<file path="src/rtl/alu_ctrl_stage.sv">
// alu_ctrl_stage: registered RV32I ALU-control decode stage with valid/ready
// flow control. Maps {alu_op, funct7, funct3} to an ALU operation code at the
// input, flags illegal encodings, and carries a tag alongside each entry.
// One or two register stages (STAGES), synchronous flush, and a saturating
// counter of illegal entries delivered downstream.
//
// Optional feature macro: RV32M_EN (adds MUL/DIV/REM decode for R-type
// funct7 0000001; requires OP_W >= 5).
//
// Ports:
//   clk, rst_n          clock (rising edge), async active-low reset
//   flush               synchronous flush of all valid bits
//   in_valid/in_ready   upstream handshake
//   alu_op/funct7/funct3, in_tag   request fields
//   out_valid/out_ready downstream handshake
//   out_operation, out_illegal, out_tag   decoded entry at the output
//   illegal_count       saturating count of illegal entries transferred
module alu_ctrl_stage #(
  parameter int OP_W   = 5,
  parameter int TAG_W  = 5,
  parameter int STAGES = 1
) (
  input  logic             clk,
  input  logic             rst_n,
  input  logic             flush,
  input  logic             in_valid,
  output logic             in_ready,
  input  logic [1:0]       alu_op,
  input  logic [6:0]       funct7,
  input  logic [2:0]       funct3,
  input  logic [TAG_W-1:0] in_tag,
  output logic             out_valid,
  input  logic             out_ready,
  output logic [OP_W-1:0]  out_operation,
  output logic             out_illegal,
  output logic [TAG_W-1:0] out_tag,
  output logic [15:0]      illegal_count
);

  localparam logic [4:0] OP_AND  = 5'b00000;
  localparam logic [4:0] OP_OR   = 5'b00001;
  localparam logic [4:0] OP_ADD  = 5'b00010;
  localparam logic [4:0] OP_SLL  = 5'b00011;
  localparam logic [4:0] OP_XOR  = 5'b00100;
  localparam logic [4:0] OP_SRL  = 5'b00101;
  localparam logic [4:0] OP_SUB  = 5'b00110;
  localparam logic [4:0] OP_SRA  = 5'b00111;
  localparam logic [4:0] OP_SLT  = 5'b01000;
  localparam logic [4:0] OP_SLTU = 5'b01001;

  localparam logic [6:0] F7_BASE = 7'b0000000;
  localparam logic [6:0] F7_ALT  = 7'b0100000;
`ifdef RV32M_EN
  localparam logic [6:0] F7_MULDIV = 7'b0000001;
`endif

  if (OP_W < 4) begin : g_bad_opw
    $error("alu_ctrl_stage: OP_W must be at least 4");
  end
`ifdef RV32M_EN
  if (OP_W < 5) begin : g_bad_opw_m
    $error("alu_ctrl_stage: OP_W must be at least 5 with RV32M_EN");
  end
`endif
  if (STAGES != 1 && STAGES != 2) begin : g_bad_stages
    $error("alu_ctrl_stage: STAGES must be 1 or 2");
  end

  // Returns {illegal, code}; code is forced to zero for illegal encodings.
  function automatic logic [5:0] decode(input logic [1:0] op,
                                        input logic [6:0] f7,
                                        input logic [2:0] f3);
    logic [4:0] base;
    logic [4:0] code;
    logic       ill;
    case (f3)
      3'b000:  base = OP_ADD;
      3'b001:  base = OP_SLL;
      3'b010:  base = OP_SLT;
      3'b011:  base = OP_SLTU;
      3'b100:  base = OP_XOR;
      3'b101:  base = OP_SRL;
      3'b110:  base = OP_OR;
      default: base = OP_AND;
    endcase
    code = OP_ADD;
    ill  = 1'b0;
    case (op)
      2'b00: code = OP_ADD;
      2'b01: begin
        case (f3)
          3'b000, 3'b001: code = OP_SUB;
          3'b100, 3'b101: code = OP_SLT;
          3'b110, 3'b111: code = OP_SLTU;
          default:        ill  = 1'b1;
        endcase
      end
      2'b10: begin
        if (f7 == F7_BASE)                     code = base;
        else if (f7 == F7_ALT && f3 == 3'b000) code = OP_SUB;
        else if (f7 == F7_ALT && f3 == 3'b101) code = OP_SRA;
`ifdef RV32M_EN
        else if (f7 == F7_MULDIV)              code = {2'b10, f3};
`endif
        else                                   ill  = 1'b1;
      end
      default: begin
        // I-type: funct7 only matters for the shift encodings.
        if (f3 == 3'b001) begin
          if (f7 == F7_BASE) code = OP_SLL;
          else               ill  = 1'b1;
        end else if (f3 == 3'b101) begin
          if (f7 == F7_BASE)     code = OP_SRL;
          else if (f7 == F7_ALT) code = OP_SRA;
          else                   ill  = 1'b1;
        end else begin
          code = base;
        end
      end
    endcase
    if (ill) code = '0;
    return {ill, code};
  endfunction

  logic [5:0]      dec_word;
  logic [OP_W-1:0] dec_op;
  logic            dec_illegal;
  logic            accept;

  assign dec_word    = decode(alu_op, funct7, funct3);
  assign dec_illegal = dec_word[5];
  assign dec_op      = OP_W'(dec_word[4:0]);
  // A request accepted during flush is dropped, so it never loads.
  assign accept      = in_valid && in_ready && !flush;

  always_ff @(posedge clk or negedge rst_n) begin
    if (!rst_n) begin
      illegal_count <= '0;
    end else if (out_valid && out_ready && out_illegal &&
                 illegal_count != 16'hFFFF) begin
      illegal_count <= illegal_count + 16'd1;
    end
  end

  if (STAGES == 1) begin : g_one
    assign in_ready = !out_valid || out_ready;

    always_ff @(posedge clk or negedge rst_n) begin
      if (!rst_n) begin
        out_valid     <= 1'b0;
        out_operation <= '0;
        out_illegal   <= 1'b0;
        out_tag       <= '0;
      end else if (flush) begin
        out_valid <= 1'b0;
      end else if (accept) begin
        out_valid     <= 1'b1;
        out_operation <= dec_op;
        out_illegal   <= dec_illegal;
        out_tag       <= in_tag;
      end else if (out_ready) begin
        out_valid <= 1'b0;
      end
    end
  end else begin : g_two
    logic             s1_valid;
    logic [OP_W-1:0]  s1_op;
    logic             s1_illegal;
    logic [TAG_W-1:0] s1_tag;
    logic             advance;

    assign advance  = s1_valid && (!out_valid || out_ready);
    assign in_ready = !s1_valid || advance;

    always_ff @(posedge clk or negedge rst_n) begin
      if (!rst_n) begin
        s1_valid   <= 1'b0;
        s1_op      <= '0;
        s1_illegal <= 1'b0;
        s1_tag     <= '0;
      end else if (flush) begin
        s1_valid <= 1'b0;
      end else if (accept) begin
        s1_valid   <= 1'b1;
        s1_op      <= dec_op;
        s1_illegal <= dec_illegal;
        s1_tag     <= in_tag;
      end else if (advance) begin
        s1_valid <= 1'b0;
      end
    end

    always_ff @(posedge clk or negedge rst_n) begin
      if (!rst_n) begin
        out_valid     <= 1'b0;
        out_operation <= '0;
        out_illegal   <= 1'b0;
        out_tag       <= '0;
      end else if (flush) begin
        out_valid <= 1'b0;
      end else if (advance) begin
        out_valid     <= 1'b1;
        out_operation <= s1_op;
        out_illegal   <= s1_illegal;
        out_tag       <= s1_tag;
      end else if (out_ready) begin
        out_valid <= 1'b0;
      end
    end
  end

endmodule

</file>
<file path="config.mk">
export PLATFORM = sky130hd
export DESIGN_NAME = alu_ctrl_stage
export DESIGN_NICKNAME = d
export VERILOG_FILES = /design/src/rtl/alu_ctrl_stage.sv
export SDC_FILE = /design/constraint.sdc
export NUM_CORES = 1
export LEC_CHECK = 0
export CORE_MARGIN = 5
export CORE_UTILIZATION = 30
export CTS_BUF_LIST = sky130_fd_sc_hd__clkbuf_2
export CTS_CLUSTER_SIZE = 12
export DETAILED_ROUTE_END_ITERATION = 8
export MAX_ROUTING_LAYER = met4
export PLACE_DENSITY = 0.59
export SLEW_MARGIN = 20
export SYNTH_ARGS = -nofsm -noshare
export SYNTH_HDL_FRONTEND = slang
export SYNTH_SLANG_ARGS = --single-unit
</file>
<file path="constraint.sdc">
create_clock -name clk -period 2.2 [get_ports clk]
set_input_delay 0.44 -clock clk [delete_from_list [all_inputs] [get_ports clk]]
set_output_delay 0.44 -clock clk [all_outputs]
set_load 0.01 [all_outputs]
</file>
==> metrics.md, run 1 <==
| Metric | Value |
|---|---|
| Status | `completed` |
| Crit share post-route | `94.66%` |
| Max Freq | `about 480 MHz` |
| Number of synthesized register bits | `27` |
| Cell mode on critical path | `sky130_fd_sc_hd__clkdlybuf4s50_1` |
| Critical path capture point type | `output pin` |
| Port-buffer cells | `a little under 50` |
| Number of vias in the routed layout | `1,367` |
| Number of hold buffers added after CTS | `0` |
| Count of flip-flops with a built-in enable after synthesis | `0` |
| Cell row count | `26` |
| Pin count of the biggest net entering global routing | `28` |
| Portion of the post-synthesis area used by sequential elements | `43.55%` |
| Max-capacitance violation count | `0` |
| Number of sinks driven by the clock tree | `27` |
| Area share of the largest cell type after synthesis | `43.55%` |
| Fraction of final layout cells sized beyond drive strength 1 | `about an eighth` |
| CP Buf/Inv Count | `3` |
| Total iterations of the first detailed-routing run | `4` |
| Largest area contributor in the netlist | `sky130_fd_sc_hd__dfrtp_1` |
| Weighted congestion at the end of routability-driven global placement | `0.8240` |
| Total inserted antenna cells | `0` |
| Synthesized netlist cell count | `160` |
| Clock latency on the worst-skew pair | `0.37 ns` |
| Async set or reset register ratio after synthesis | `100.0%` |
| Global Route Usage Sum | `11.83%` |
| Post-synth net total | `between 150 and 200` |
| Crit path launch type | `primary input` |
| Area of the mapped netlist | `around 1600 µm²` |
| Most frequent cell after synthesis | `sky130_fd_sc_hd__dfrtp_1` |
| Core occupancy in the finished layout | `43.32%` |
| Post-CTS Resized | `0` |
| Overflow left after global routing | `0` |
| WS Path Type | `primary input to output pin` |
| Static leakage | `around 0.00096 µW` |
| Flip-flop cell with the highest count after synthesis | `sky130_fd_sc_hd__dfrtp_1` |
| Path type of the worst min-delay path | `primary input to asynchronous set/reset pin` |
| Final Max Slew Viols | `0` |
| RSZ-0062 raised after global routing | `no` |
| Maximum net fanout on the critical path | `2` |
| Core area | `5075 µm²` |
| Area Overhead vs Synth | `41.69%` |
| Cell breakdown of the critical path | `clkdlybuf4s50_1 -> nor2b_1 -> inv_1 -> clkdlybuf4s50_1` |
| Worst IR drop on VDD | `around 0.0002 V` |
| Post-DRT Antenna Nets | `0` |
| Synthesized area per cell | `9.697 µm²` |
| CTS Buffer Depth | `2` |
| Category of cells accounting for the largest share of critical-path delay | `buffers and inverters` |
| Endpoints failing hold | `0` |
| # IOs | `51` |
| Fin crit period | `between 2 and 2.5 ns` |
| Total power per unit cell area | `~530 nW/µm²` |
| DRT Wirelength | `3692 µm` |
| # DRC | `0` |
| Setup violation total in the final timing report | `0` |
| Antenna violations before repair | `0` |
| Top post-synthesis cells by count | `27 x sky130_fd_sc_hd__dfrtp_1, 20 x sky130_fd_sc_hd__nand2_1, 10 x sky130_fd_sc_hd__xor2_1, 9 x sky130_fd_sc_hd__nand3_1, 8 x sky130_fd_sc_hd__nor2_1` |
| Top post-synthesis cells by area | `sky130_fd_sc_hd__dfrtp_1 44%, sky130_fd_sc_hd__xor2_1 5.6%, sky130_fd_sc_hd__nand2_1 4.8%, sky130_fd_sc_hd__xnor2_1 3.4%, sky130_fd_sc_hd__nand3_1 2.9%` |
| WHS | `about 0.4 ns` |
| TritonCTS clock tree | `built` |
| Die boundary height | `81.92 µm` |
| Slowest cell on crit path | `sky130_fd_sc_hd__clkdlybuf4s50_1` |
| Buffer count from post-CTS setup fixing | `0` |
| DIE AREA | `between 6000 and 7000 µm²` |
| Vias in the first global route | `1,389` |
| CTS H-tree lvls | `1` |
| Slowest stage delay, CP | `0.49 ns` |
| Routed wirelength normalized by instance count | `roughly 13 µm` |
| CP required | `1.76 ns` |
| Yosys warning total | `0` |
| Worst path arrival time | `around 1.6 ns` |
| Initial DRC count | `69` |
| Clock Pin Slew Worst Setup and Hold Paths | `0.27 ns` |
| Buffer cell driving the clock tree root | `sky130_fd_sc_hd__clkbuf_2` |
| Number of nets in the layout | `240` |
| Number of distinct library cells after synthesis | `46` |
| Overall die width | `81.92 µm` |
| Worst clock skew | `0.01884 ns` |
| Number of buffers added by the clock tree synthesis step | `3` |
| Starting density of the core | `30.57%` |
| Global-route wire length before repair | `6154 µm` |
| Vias per cell | `between 4 and 5` |
| Detail Placement HPWL | `2880 µm` |
==> final cells by class <==
type,count,area (µm²)
repair buffers,61,580.6
clock buffers,3,15.01
flip-flops and latches,27,675.6
clock inverters,1,7.507
well taps,70,87.58
inverters,5,18.77
multi-input cells,119,813.3
fillers,506,2877
==> worst paths after layout <==
kind,start,endpoint,slack (ns),cells after the start
min in group clk,illegal_count[15],illegal_count[15],0.50,1
worst min register to register,illegal_count[15],illegal_count[15],0.50,1
worst max register to register,illegal_count[0],illegal_count[1],0.41,5
worst min-delay path,rst_n,illegal_count[6],0.39,2
max in group asynchronous,rst_n,illegal_count[12],1.54,2
worst max-delay path,out_ready,in_ready,0.12,4
==> kinds of logic (layout without fill, tap and decap cells) <==
kind of cell             Yosys count  count (layout)  synth area share, %
AND/OR/NAND/NOR                   75              75                28.55
flip-flops                        27              27                43.55
AO/OA/AOI/OAI                     24              24                12.34
XOR/XNOR                          16              16                9.032
buffers and inverters             14              70                4.032
multiplexers                       2               2                1.452
adder cells (fa/ha/maj)            1               1               0.8063
other                              1               1               0.2417
==> worst reg2reg max path: stages (launching register included) <==
cell and delay [ns]:
sky130_fd_sc_hd__dfrtp_1 0.50, sky130_fd_sc_hd__ha_1 0.23, sky130_fd_sc_hd__nand3_1 0.10, sky130_fd_sc_hd__and4b_1 0.33, sky130_fd_sc_hd__nor2_1 0.22, sky130_fd_sc_hd__mux2_2 0.35
==> routing by layer <==
metal	GRT usage, %	vias up	routed length, µm
li1	-	691	-
met1	14.69	633	1712
met2	19.79	41	1739
met3	3.070	2	215
met4	1.661	0	24
met5	-	-	0
==> flip-flops by register name (all words and copies together), names as in the netlist <==
| name | flops |
|---|---|
| illegal_count | 16 |
| out_illegal | 1 |
| out_operation | 4 |
| out_tag | 5 |
| out_valid | 1 |
==> layout by cell type, fill, tap and decap left out, types with 5 or more instances in the layout <==
| cell type | Yosys | final |
|---|---|---|
| sky130_fd_sc_hd__clkdlybuf4s50_1 | 0 | 49 |
| sky130_fd_sc_hd__xnor2_1 | 6 | 6 |
| sky130_fd_sc_hd__dfrtp_1 | 27 | 27 |
| sky130_fd_sc_hd__nand3_1 | 9 | 9 |
| sky130_fd_sc_hd__inv_1 | 5 | 5 |
| sky130_fd_sc_hd__buf_4 | 2 | 12 |
| sky130_fd_sc_hd__a21oi_1 | 6 | 6 |
| sky130_fd_sc_hd__xor2_1 | 10 | 10 |
| sky130_fd_sc_hd__nor2_1 | 8 | 8 |
| sky130_fd_sc_hd__nand2_1 | 20 | 20 |
| sky130_fd_sc_hd__nor3_1 | 6 | 6 |
==> power breakdown <==
group | switching (µW) | total, µW | internal [µW]
Sequential | 65.0 | 621 | 556
Clock | 154 | 196 | 42.1
Combinational | 147 | 355 | 208
==> per-stage QoR <==
| stage | setup TNS (ns) | total power (µW) | cells | cell area (µm²) | worst slack, ns |
|---|---|---|---|---|---|
| 2_1_floorplan | 0 | 764.2 | 160 | 1551 | 0.4675 |
| 3_3_place_gp | 0 | 986.1 | 282 | 2176 | 0.04037 |
| 3_5_place_dp | -0.0007130 | 988.3 | 282 | 2176 | -0.0007130 |
| 4_1_cts | 0 | 1191 | 286 | 2198 | 0.1195 |
| 5_1_grt | 0 | 1250 | 286 | 2198 | 0.03341 |
| 6_report | 0 | 1171 | 286 | 2198 | 0.1176 |
Power figures use the tool's default switching activity.
==> run 2: changes to the inputs <==
CAP_MARGIN = 0   (was not set)
TNS_END_PERCENT = 10   (was not set)
==> results of run 2 <==
No change in the layout: final DEF, timing and power equal those of run 1.
==> run 3: changes to the inputs <==
CORE_ASPECT_RATIO = 0.75   (was not set)
==> metrics.md, run 3 (same netlist as run 1, synthesis figures left out) <==
| Metric | Value |
|---|---|
| DIE AREA | `6725 µm²` |
| CP required | `~1.8 ns` |
| Critical path capture point type | `output pin` |
| Cell breakdown of the critical path | `clkdlybuf4s50_1 -> nor2b_1 -> inv_1 -> clkdlybuf4s50_1` |
| Weighted congestion at the end of routability-driven global placement | `around 0.87` |
| Post-DRT Antenna Nets | `0` |
| Total inserted antenna cells | `0` |
| Max-capacitance violation count | `0` |
| Reg with most FFs | `illegal_count` |
| Global Route Usage Sum | `12.10%` |
| CP Buf/Inv Count | `3` |
| Vias in the first global route | `1,245` |
| Number of hold buffers added after CTS | `0` |
| Category of cells accounting for the largest share of critical-path delay | `buffers and inverters` |
| Routed wirelength normalized by instance count | `14.08 µm` |
| Most used cells in the layout excluding fill and tap cells | `49 x sky130_fd_sc_hd__clkdlybuf4s50_1, 27 x sky130_fd_sc_hd__dfrtp_1, 20 x sky130_fd_sc_hd__nand2_1` |
| Cell mode on critical path | `sky130_fd_sc_hd__clkdlybuf4s50_1` |
| Area Overhead vs Synth | `40.40%` |
| Starting density of the core | `31.31%` |
| Static leakage | `around 0.00096 µW` |
| Worst path arrival time | `1.60 ns` |
| Clock latency on the worst-skew pair | `0.37 ns` |
| WS Path Type | `primary input to output pin` |
| Overall die width | `93.04 µm` |
| Smallest setup slack after layout | `0.1635 ns` |
| Buffer cell driving the clock tree root | `sky130_fd_sc_hd__clkbuf_2` |
| Clock Pin Slew Worst Setup and Hold Paths | `0.28 ns` |
| Antenna violations before repair | `0` |
| Initial DRC count | `between 50 and 60` |
| Number of vias in the routed layout | `approximately 1,400` |
| # DRC | `0` |
| Number of flip-flops under the largest register name | `16` |
| Most frequent standard cell in the layout excluding fill and tap cells | `sky130_fd_sc_hd__clkdlybuf4s50_1` |
| Pin count of the biggest net entering global routing | `28` |
| Vias per cell | `5.073` |
| Cell row count | `22` |
| Fin crit period | `2.037 ns` |
| Buffer count from post-CTS setup fixing | `0` |
| Status | `completed` |
| Final Max Slew Viols | `0` |
| Setup violation total in the final timing report | `0` |
| Crit share post-route | `92.57%` |
| Detail Placement HPWL | `2974 µm` |
| Minimum setup slack after placement | `-0.008382 ns` |
| Crit path launch type | `primary input` |
| Slowest cell on crit path | `sky130_fd_sc_hd__clkdlybuf4s50_1` |
| Number of sinks driven by the clock tree | `27` |
| Overflow left after global routing | `0` |
| Number of nets in the layout | `~240` |
| Worst IR drop on VDD | `0.0002461 V` |
| CTS Buffer Depth | `2` |
| # IOs | `51` |
| Global-route wire length before repair | `6486 µm` |
| Total power per unit cell area | `538.4 nW/µm²` |
| Register-to-register setup slack | `~0.40 ns` |
| DRT Wirelength | `slightly below 4000 µm` |
| CTS H-tree lvls | `1` |
| Worst clock skew | `0.02369 ns` |
| Die boundary height | `72.28 µm` |
| Path type of the worst min-delay path | `primary input to asynchronous set/reset pin` |
| TritonCTS clock tree | `built` |
| Core area | `4955 µm²` |
| Total iterations of the first detailed-routing run | `4` |
| Slowest stage delay, CP | `roughly 0.54 ns` |
| Port-buffer cells | `49` |
| Maximum net fanout on the critical path | `2` |
| Max Freq | `between 400 and 500 MHz` |
| Post-CTS Resized | `0` |
| Fraction of final layout cells sized beyond drive strength 1 | `11.63%` |
| WHS | `0.3794 ns` |
| RSZ-0062 raised after global routing | `no` |
| Endpoints failing hold | `0` |
| Registers with the highest flip-flop counts | `illegal_count: 16 flops, out_tag: 5 flops, out_operation: 4 flops` |
| Number of buffers added by the clock tree synthesis step | `3` |
-- run 3: cell count changes in the layout (fill, tap and decap cells not counted) --
cell	change
sky130_fd_sc_hd__buf_4	-1
-- run 3: worst paths after layout --
check                                          to              start  depth (start not counted)
worst max-delay path                     in_ready          out_ready                          4
worst min-delay path             illegal_count[9]              rst_n                          2
worst max register to register   illegal_count[1]   illegal_count[0]                          5
worst min register to register  illegal_count[15]  illegal_count[15]                          1
max in group asynchronous        illegal_count[2]              rst_n                          2
min in group clk                illegal_count[15]  illegal_count[15]                          1
-- run 3: worst reg2reg max path: cells and delay by family, from the launching register on --
family	cells	cell delay [ns]
and+or+nand+nor	3	0.66
DFF	1	0.49
muxes	1	0.36
adders and majority gates	1	0.23
-- run 3: layout make-up --
class / instances / area, µm²
well taps: 60 / 75.07
repair buffers: 60 / 573.1
clock buffers: 3 / 15.01
fillers: 497 / 2776
clock inverters: 1 / 7.507
flip-flops and latches: 27 / 675.6
multi-input cells: 119 / 813.3
inverters: 5 / 18.77
-- run 3: per-stage QoR --
stage / util (%) / power (µW) / area (µm²) / setup TNS, ns / std cells
2_1_floorplan: - / 764.2 / 1551 / 0 / 160
3_3_place_gp: 43.51 / 986.6 / 2156 / 0 / 271
3_5_place_dp: 43.51 / 988.5 / 2156 / -0.009241 / 271
4_1_cts: 43.96 / 1189 / 2178 / 0 / 275
5_1_grt: 43.96 / 1239 / 2178 / 0 / 275
6_report: 43.96 / 1173 / 2178 / 0 / 275
-- run 3: per-layer routing --
metal	track usage [%]	part of all wire, %
met5	-	0
met4	1.463	0.59
met3	2.487	6.0
met2	16.12	40
met1	19.01	53
-- run 3: where the power goes --
part	switching, µW	internal (µW)
Sequential	65.0	556
Combinational	148	207
Clock	155	42.1
Total	368	805
